--- src/rtl/video_layer_regs_if.sv ---
// Register write/readback bus between the Z80 port decoder and the video layer register bank.
// The decoder drives addresses, data and strobe; the bank returns registered readback data.
interface video_layer_regs_if #(
  parameter int ADDR_W = 5
);
  logic [7:0]        d;
  logic [ADDR_W-1:0] wr_addr;
  logic              wr_en;
  logic [ADDR_W-1:0] rd_addr;
  logic [7:0]        rd_data;

  modport master (
    output d,
    output wr_addr,
    output wr_en,
    output rd_addr,
    input  rd_data
  );

  modport slave (
    input  d,
    input  wr_addr,
    input  wr_en,
    input  rd_addr,
    output rd_data
  );
endinterface

--- src/rtl/video_layer_regs.sv ---
// Per-layer scroll/page/control shadow registers with line- and frame-synchronous active copies
// and optional once-per-frame hardware auto-scroll.
module video_layer_regs #(
  parameter int N_LAYERS = 3,
  parameter int OFFS_W   = 9,
  parameter int ADDR_W   = 5
) (
  input  logic                         clk,
  input  logic                         res_n,
  video_layer_regs_if.slave            bus,
  input  logic                         line_start_s,
  input  logic                         frame_start,
  output logic [N_LAYERS*OFFS_W-1:0]   x_offs,
  output logic [N_LAYERS*OFFS_W-1:0]   y_offs,
  output logic [N_LAYERS*8-1:0]        gpage
);

  localparam int LW = ADDR_W - 3;

  typedef logic [OFFS_W-1:0] offs_t;

  offs_t      shx_q   [N_LAYERS];
  offs_t      shx_d   [N_LAYERS];
  offs_t      shy_q   [N_LAYERS];
  offs_t      shy_d   [N_LAYERS];
  logic [7:0] gp_q    [N_LAYERS];
  logic [7:0] gp_d    [N_LAYERS];
  logic [7:0] xstep_q [N_LAYERS];
  logic [7:0] xstep_d [N_LAYERS];
  logic [7:0] ystep_q [N_LAYERS];
  logic [7:0] ystep_d [N_LAYERS];
  logic [7:0] ctrl_q  [N_LAYERS];
  logic [7:0] ctrl_d  [N_LAYERS];
  offs_t      ax_q    [N_LAYERS];
  offs_t      ax_d    [N_LAYERS];
  offs_t      ay_q    [N_LAYERS];
  offs_t      ay_d    [N_LAYERS];
  logic [7:0] ag_q    [N_LAYERS];
  logic [7:0] ag_d    [N_LAYERS];
  logic [7:0] rd_data_q;
  logic [7:0] rd_data_d;

  logic [LW-1:0] wr_layer_s;
  logic [2:0]    wr_reg_s;
  logic [LW-1:0] rd_layer_s;
  logic [2:0]    rd_reg_s;

  // Signed 8-bit step applied modulo 2^OFFS_W.
  function automatic offs_t step_offs(input offs_t cur, input logic [7:0] stp);
    return cur + {{(OFFS_W-8){stp[7]}}, stp};
  endfunction

  // High byte keeps only the bits that fit above bit 7; surplus data bits fall off in the cast.
  function automatic offs_t write_byte(input offs_t cur, input logic hi, input logic [7:0] val);
    offs_t res;
    if (hi) begin
      res = OFFS_W'({val, cur[7:0]});
    end else begin
      res = {cur[OFFS_W-1:8], val};
    end
    return res;
  endfunction

  function automatic logic [7:0] hi_byte(input offs_t v);
    logic [15:0] w;
    w = 16'(v);
    return w[15:8];
  endfunction

  assign wr_layer_s = bus.wr_addr[ADDR_W-1:3];
  assign wr_reg_s   = bus.wr_addr[2:0];
  assign rd_layer_s = bus.rd_addr[ADDR_W-1:3];
  assign rd_reg_s   = bus.rd_addr[2:0];

  // Next-state for shadow, step, ctrl and active registers of every layer.
  always_comb begin : next_state_comb
    logic wr_hit;
    logic step_en;
    wr_hit  = 1'b0;
    step_en = 1'b0;
    for (int l = 0; l < N_LAYERS; l++) begin
      wr_hit  = bus.wr_en && (wr_layer_s == LW'(l));
      step_en = frame_start && ctrl_q[l][0];

      // A write to either byte of an offset cancels that offset's step this frame.
      if (wr_hit && (wr_reg_s[2:1] == 2'b00)) begin
        shx_d[l] = write_byte(shx_q[l], wr_reg_s[0], bus.d);
      end else if (step_en) begin
        shx_d[l] = step_offs(shx_q[l], xstep_q[l]);
      end else begin
        shx_d[l] = shx_q[l];
      end

      if (wr_hit && (wr_reg_s[2:1] == 2'b01)) begin
        shy_d[l] = write_byte(shy_q[l], wr_reg_s[0], bus.d);
      end else if (step_en) begin
        shy_d[l] = step_offs(shy_q[l], ystep_q[l]);
      end else begin
        shy_d[l] = shy_q[l];
      end

      gp_d[l]    = (wr_hit && (wr_reg_s == 3'd4)) ? bus.d : gp_q[l];
      xstep_d[l] = (wr_hit && (wr_reg_s == 3'd5)) ? bus.d : xstep_q[l];
      ystep_d[l] = (wr_hit && (wr_reg_s == 3'd6)) ? bus.d : ystep_q[l];
      ctrl_d[l]  = (wr_hit && (wr_reg_s == 3'd7)) ? bus.d : ctrl_q[l];

      ax_d[l] = line_start_s ? shx_q[l] : ax_q[l];
      ag_d[l] = line_start_s ? gp_q[l]  : ag_q[l];

      // Frame mode takes the post-step value so the new frame renders with it.
      if (!ctrl_q[l][1]) begin
        ay_d[l] = shy_q[l];
      end else if (frame_start) begin
        ay_d[l] = shy_d[l];
      end else begin
        ay_d[l] = ay_q[l];
      end
    end
  end

  // Readback mux over the shadow registers; unmapped layers read as zero.
  always_comb begin : readback_comb
    logic [7:0] val;
    val       = 8'h00;
    rd_data_d = 8'h00;
    for (int l = 0; l < N_LAYERS; l++) begin
      case (rd_reg_s)
        3'd0:    val = shx_q[l][7:0];
        3'd1:    val = hi_byte(shx_q[l]);
        3'd2:    val = shy_q[l][7:0];
        3'd3:    val = hi_byte(shy_q[l]);
        3'd4:    val = gp_q[l];
        3'd5:    val = xstep_q[l];
        3'd6:    val = ystep_q[l];
        3'd7:    val = ctrl_q[l];
        default: val = 8'h00;
      endcase
      rd_data_d = rd_data_d | ((rd_layer_s == LW'(l)) ? val : 8'h00);
    end
  end

  // State registers; asynchronous reset also discards any pending latch.
  always_ff @(posedge clk or negedge res_n) begin
    if (!res_n) begin
      shx_q     <= '{default: '0};
      shy_q     <= '{default: '0};
      gp_q      <= '{default: '0};
      xstep_q   <= '{default: '0};
      ystep_q   <= '{default: '0};
      ctrl_q    <= '{default: '0};
      ax_q      <= '{default: '0};
      ay_q      <= '{default: '0};
      ag_q      <= '{default: '0};
      rd_data_q <= 8'h00;
    end else begin
      shx_q     <= shx_d;
      shy_q     <= shy_d;
      gp_q      <= gp_d;
      xstep_q   <= xstep_d;
      ystep_q   <= ystep_d;
      ctrl_q    <= ctrl_d;
      ax_q      <= ax_d;
      ay_q      <= ay_d;
      ag_q      <= ag_d;
      rd_data_q <= rd_data_d;
    end
  end

  // Pack active copies, layer 0 in the LSBs.
  always_comb begin : pack_comb
    x_offs = '0;
    y_offs = '0;
    gpage  = '0;
    for (int l = 0; l < N_LAYERS; l++) begin
      x_offs[l*OFFS_W +: OFFS_W] = ax_q[l];
      y_offs[l*OFFS_W +: OFFS_W] = ay_q[l];
      gpage[l*8 +: 8]            = ag_q[l];
    end
  end

  assign bus.rd_data = rd_data_q;

endmodule

--- src/flat_wrapper.sv ---
// flat-port wrapper written by rule: the top's interface ports become plain ports
module video_layer_regs_flat 
#(
  parameter int N_LAYERS = 3,
  parameter int OFFS_W   = 9,
  parameter int ADDR_W   = 5
)
  (clk, res_n, line_start_s, frame_start, x_offs, y_offs, gpage, bus_d, bus_wr_addr, bus_wr_en, bus_rd_addr, bus_rd_data);
  video_layer_regs_if #(.ADDR_W(ADDR_W)) bus_i ();
  input  logic clk;
  input  logic res_n;
  input  logic line_start_s;
  input  logic frame_start;
  output logic [N_LAYERS*OFFS_W-1:0] x_offs;
  output logic [N_LAYERS*OFFS_W-1:0] y_offs;
  output logic [N_LAYERS*8-1:0] gpage;
  input wire logic [$bits(bus_i.d)-1:0] bus_d;
  input wire logic [$bits(bus_i.wr_addr)-1:0] bus_wr_addr;
  input wire logic [$bits(bus_i.wr_en)-1:0] bus_wr_en;
  input wire logic [$bits(bus_i.rd_addr)-1:0] bus_rd_addr;
  output wire logic [$bits(bus_i.rd_data)-1:0] bus_rd_data;
  assign bus_i.d = bus_d;
  assign bus_i.wr_addr = bus_wr_addr;
  assign bus_i.wr_en = bus_wr_en;
  assign bus_i.rd_addr = bus_rd_addr;
  assign bus_rd_data = bus_i.rd_data;
  video_layer_regs #(.N_LAYERS(N_LAYERS), .OFFS_W(OFFS_W), .ADDR_W(ADDR_W)) u_core (.clk(clk), .res_n(res_n), .bus(bus_i), .line_start_s(line_start_s), .frame_start(frame_start), .x_offs(x_offs), .y_offs(y_offs), .gpage(gpage));
endmodule
--- config.mk ---
export PLATFORM = sky130hd
export DESIGN_NAME = video_layer_regs_flat
export DESIGN_NICKNAME = d
export VERILOG_FILES = /design/src/rtl/video_layer_regs_if.sv /design/src/rtl/video_layer_regs.sv /design/src/flat_wrapper.sv
export SDC_FILE = /design/constraint.sdc
export NUM_CORES = 1
export LEC_CHECK = 0
export CORE_ASPECT_RATIO = 1.25
export CORE_MARGIN = 2
export CORE_UTILIZATION = 58
export CTS_BUF_LIST = sky130_fd_sc_hd__clkbuf_4
export DETAILED_ROUTE_END_ITERATION = 16
export DONT_BUFFER_PORTS = 1
export PLACE_DENSITY = 0.76
export SLEW_MARGIN = 0
export SYNTH_ARGS = -nofsm -noshare
export SYNTH_HDL_FRONTEND = slang
export SYNTH_SLANG_ARGS = --single-unit
export TNS_END_PERCENT = 20
--- constraint.sdc ---
create_clock -name clk -period 7.7 [get_ports clk]
set_input_delay 1.54 -clock clk [delete_from_list [all_inputs] [get_ports clk]]
set_output_delay 1.54 -clock clk [all_outputs]
set_load 0.01 [all_outputs]
==> metrics.md <==
| Metric | Value |
|---|---|
| First-pass GRT wire length | `53100 um` |
| Fin crit period | `2.97 ns` |
| Seq pwr share | `47.2%` |
| CP endpoint kind | `flop` |
| Die Ht | `171 um` |
| Post-route insts no fill | `1468` |
| Hpwl dp | `23900 um` |
| Area contributors post-synth | `dfrtp_1, mux2_2, ha_1` |
| CTS Hold Bufs | `0` |
| CP Launch Type | `primary input` |
| Fin. max-slew vios | `0` |
| Vias in the first global route | `9702` |
| Post-synth EDFFs | `0` |
| Final worst setup slack | `4.73 ns` |
| Clk network pwr share | `20.6%` |
| Ys flop type | `dfrtp_1` |
| Die width | `138 um` |
| Placeable Area | `22100 um2` |
| Syn_nets | `1232` |
| Fin crit share | `38.6%` |
| Final Skew | `0.0190 ns` |
| Area Growth Syn to Fin | `5.82%` |
| Critical Path Fanout Max | `32` |
| Area share of the largest cell type after synthesis | `45.6%` |
| Logic pwr share | `32.3%` |
| Rows | `61` |
| Worst-margin pin slew | `1.13 ns` |
| Via count | `9552` |
| Power per cell area | `339 nW/um2` |
| IO Port Bufs | `0` |
| Hold crit path type | `flop to flop` |
| Total gr overflow | `0` |
| Initial antenna violation count | `1` |
| I/O pin count | `109` |
| Syn avg cell area | `11.2 um2` |
| Pre-CTS setup slack | `4.15 ns` |
| Inst Count DP | `1381` |
| Post-route setup TNS | `0 ns` |
| Crit path DAT | `3.56 ns` |
| Post-CTS resize count | `0` |
| CTS Buf Count | `56` |
| F_max | `337 MHz` |
| Worst-skew pair later-pin latency | `0.67 ns` |
| Mean number of vias per cell | `6.51` |
| Clock transition at the registers of the reported paths | `0.06 ns` |
| Critical path class | `primary input to flop` |
| Post-Route WL | `34200 um` |
| Initial Util | `58.7%` |
| Residual DRC | `0` |
| Worst slew margin | `23.9%` |
| Die Area | `23500 um2` |
| Ys async rst share | `100%` |
| CP required | `8.28 ns` |
| Syn Inst Count | `1155` |
| Total Routing Usage GR | `29.8%` |
| Max cap viols | `0` |
| Part of the Yosys area used for sequential elements | `45.6%` |
| Cell variety after synth | `67` |
| CTS tree | `done` |
| ANT nets after route | `0` |
| Clock root buffer | `clkbuf_4` |
| RSZ-0062 raised after global routing | `no` |
| Placer Congestion | `0.908` |
| FILL cells | `1759` |
| Final Hold Vio Count | `0` |
| Largest area contributor in the netlist | `dfrtp_1` |
| Synthesized area | `13000 um2` |
| Initial DRC count | `599` |
| Final setup fails | `0` |
| Power Internal | `2.91 mW` |
| Post-Layout Inst Area | `13700 um2` |
| Ratio of cells with drive above 1 in the final layout | `24.1%` |
| Yosys reg bits | `236` |
| Final net count | `1233` |
| Top-count cell post-synth | `dfrtp_1` |
| Routed WL per cell | `23.3 um` |
| Post-CTS Setup Bufs | `0` |
| H-tree levels | `2` |
| VDD IR max | `166 uV` |
| Most frequent cells after synthesis | `dfrtp_1, mux2_2, nand2_1` |
| Area post-placement | `13100 um2` |
| Psw | `1.73 mW` |
| Ys Warns | `0` |
| Largest net degree at the start of global routing | `237` |
| Leakage power | `6.19 nW` |
| Sw Share | `37.3%` |
| Drt first pass iters | `7` |
| Status | `finished clean` |
| Longest Clk Path Bufs | `3` |
| # clock sinks | `236` |
metal layers:
layer | GRT usage, % | share of wire, %
met5 | 0 | 0
met3 | 7.64 | 9.1
met2 | 46.3 | 46
met1 | 39.3 | 41
met4 | 13.2 | 4.0
kinds of logic after synthesis:
group,after synthesis,share of synthesized area [%]
DFF,236,45.6
muxes,210,19.0
xor gates and xnor gates,34,2.30
and+or+nand+nor,243,9.31
AOI/OAI and AO/OA,296,15.6
adders and majority gates,54,5.56
buffers and inverters,82,2.67
path summary, 6_finish.rpt:
| kind | from | end | slack [ns] | depth (start not counted) |
|---|---|---|---|---|
| max in group asynchronous | res_n | u_core.x_offs[6] | 6.57 | 0 |
| min in group asynchronous | res_n | u_core.y_offs[20] | 0.57 | 0 |
| setup reg to reg | u_core.xstep_q[8] | u_core.shx_q[17] | 4.78 | 9 |
| hold / removal | u_core.ctrl_q[5] | u_core.ctrl_q[5] | 0.50 | 1 |
| setup / recovery | bus_rd_addr[1] | u_core.bus.rd_data[1] | 4.73 | 7 |
| hold reg to reg | u_core.ctrl_q[5] | u_core.ctrl_q[5] | 0.50 | 1 |
registers in the layout (all words and copies together), names as in the netlist:
register            cells
u_core.shx_q           27
u_core.ctrl_q          24
u_core.y_offs          27
u_core.x_offs          27
u_core.gp_q            24
u_core.ystep_q         24
u_core.xstep_q         24
u_core.shy_q           27
u_core.bus.rd_data      8
u_core.gpage           24
critical path: stages:
cell	delay, ns
nor2b_1	0.84
nor2b_1	0.50
nand2_1	0.09
and3_1	0.20
o221ai_1	0.16
a21oi_1	0.09
o21ai_1	0.11
cells in the final DEF, fill, tap and decap left out, types with 9 or more instances in the layout:
cell	count
xnor2_1	15
xor2_1	19
ha_1	48
a211oi_1	10
nand2_1	94
dfrtp_1	236
mux2_2	165
a221o_1	17
o21a_1	12
a21o_1	23
o22ai_1	13
nor2_1	49
inv_1	24
o21ai_0	62
nor2_2	12
a221oi_1	9
nor2b_1	19
mux2i_1	32
nand2b_1	10
mux4_2	11
a21oi_1	56
nor3_1	14
clkbuf_4	80
a22oi_1	40
power by group through the flow:
stage               clock network [mW]  logic (mW)  registers [mW]
floorplan                            0        1.27            1.98
global placement                     0        1.42            2.19
detailed placement                   0        1.47            2.20
CTS                              0.983        1.48            2.18
global route                      1.05        1.67            2.24
finish                           0.956        1.50            2.19
final cells by class:
| class | instances | area, um2 | share of cell area (%) |
|---|---|---|---|
| multi-input combinational | 837 | 6700 | 48.9 |
| sequential | 236 | 5910 | 43.1 |
| clock buffer | 80 | 601 | 4.38 |
| tap | 283 | 354 | 2.58 |
| inverter | 25 | 93.8 | 0.685 |
| clock inverter | 5 | 45.0 | 0.329 |
| antenna | 2 | 5.00 | 0.0365 |
metrics by stage:
step	utilization (%)	power, mW	hold WS, ns
finish	62.1	4.65	0.504
floorplan	-	3.25	0.473
CTS	62.1	4.65	0.505
global route	62.1	4.95	0.523
detailed placement	59.2	3.67	0.492
global placement	59.2	3.61	0.482
No activity file was read; power rests on OpenSTA's default activity.
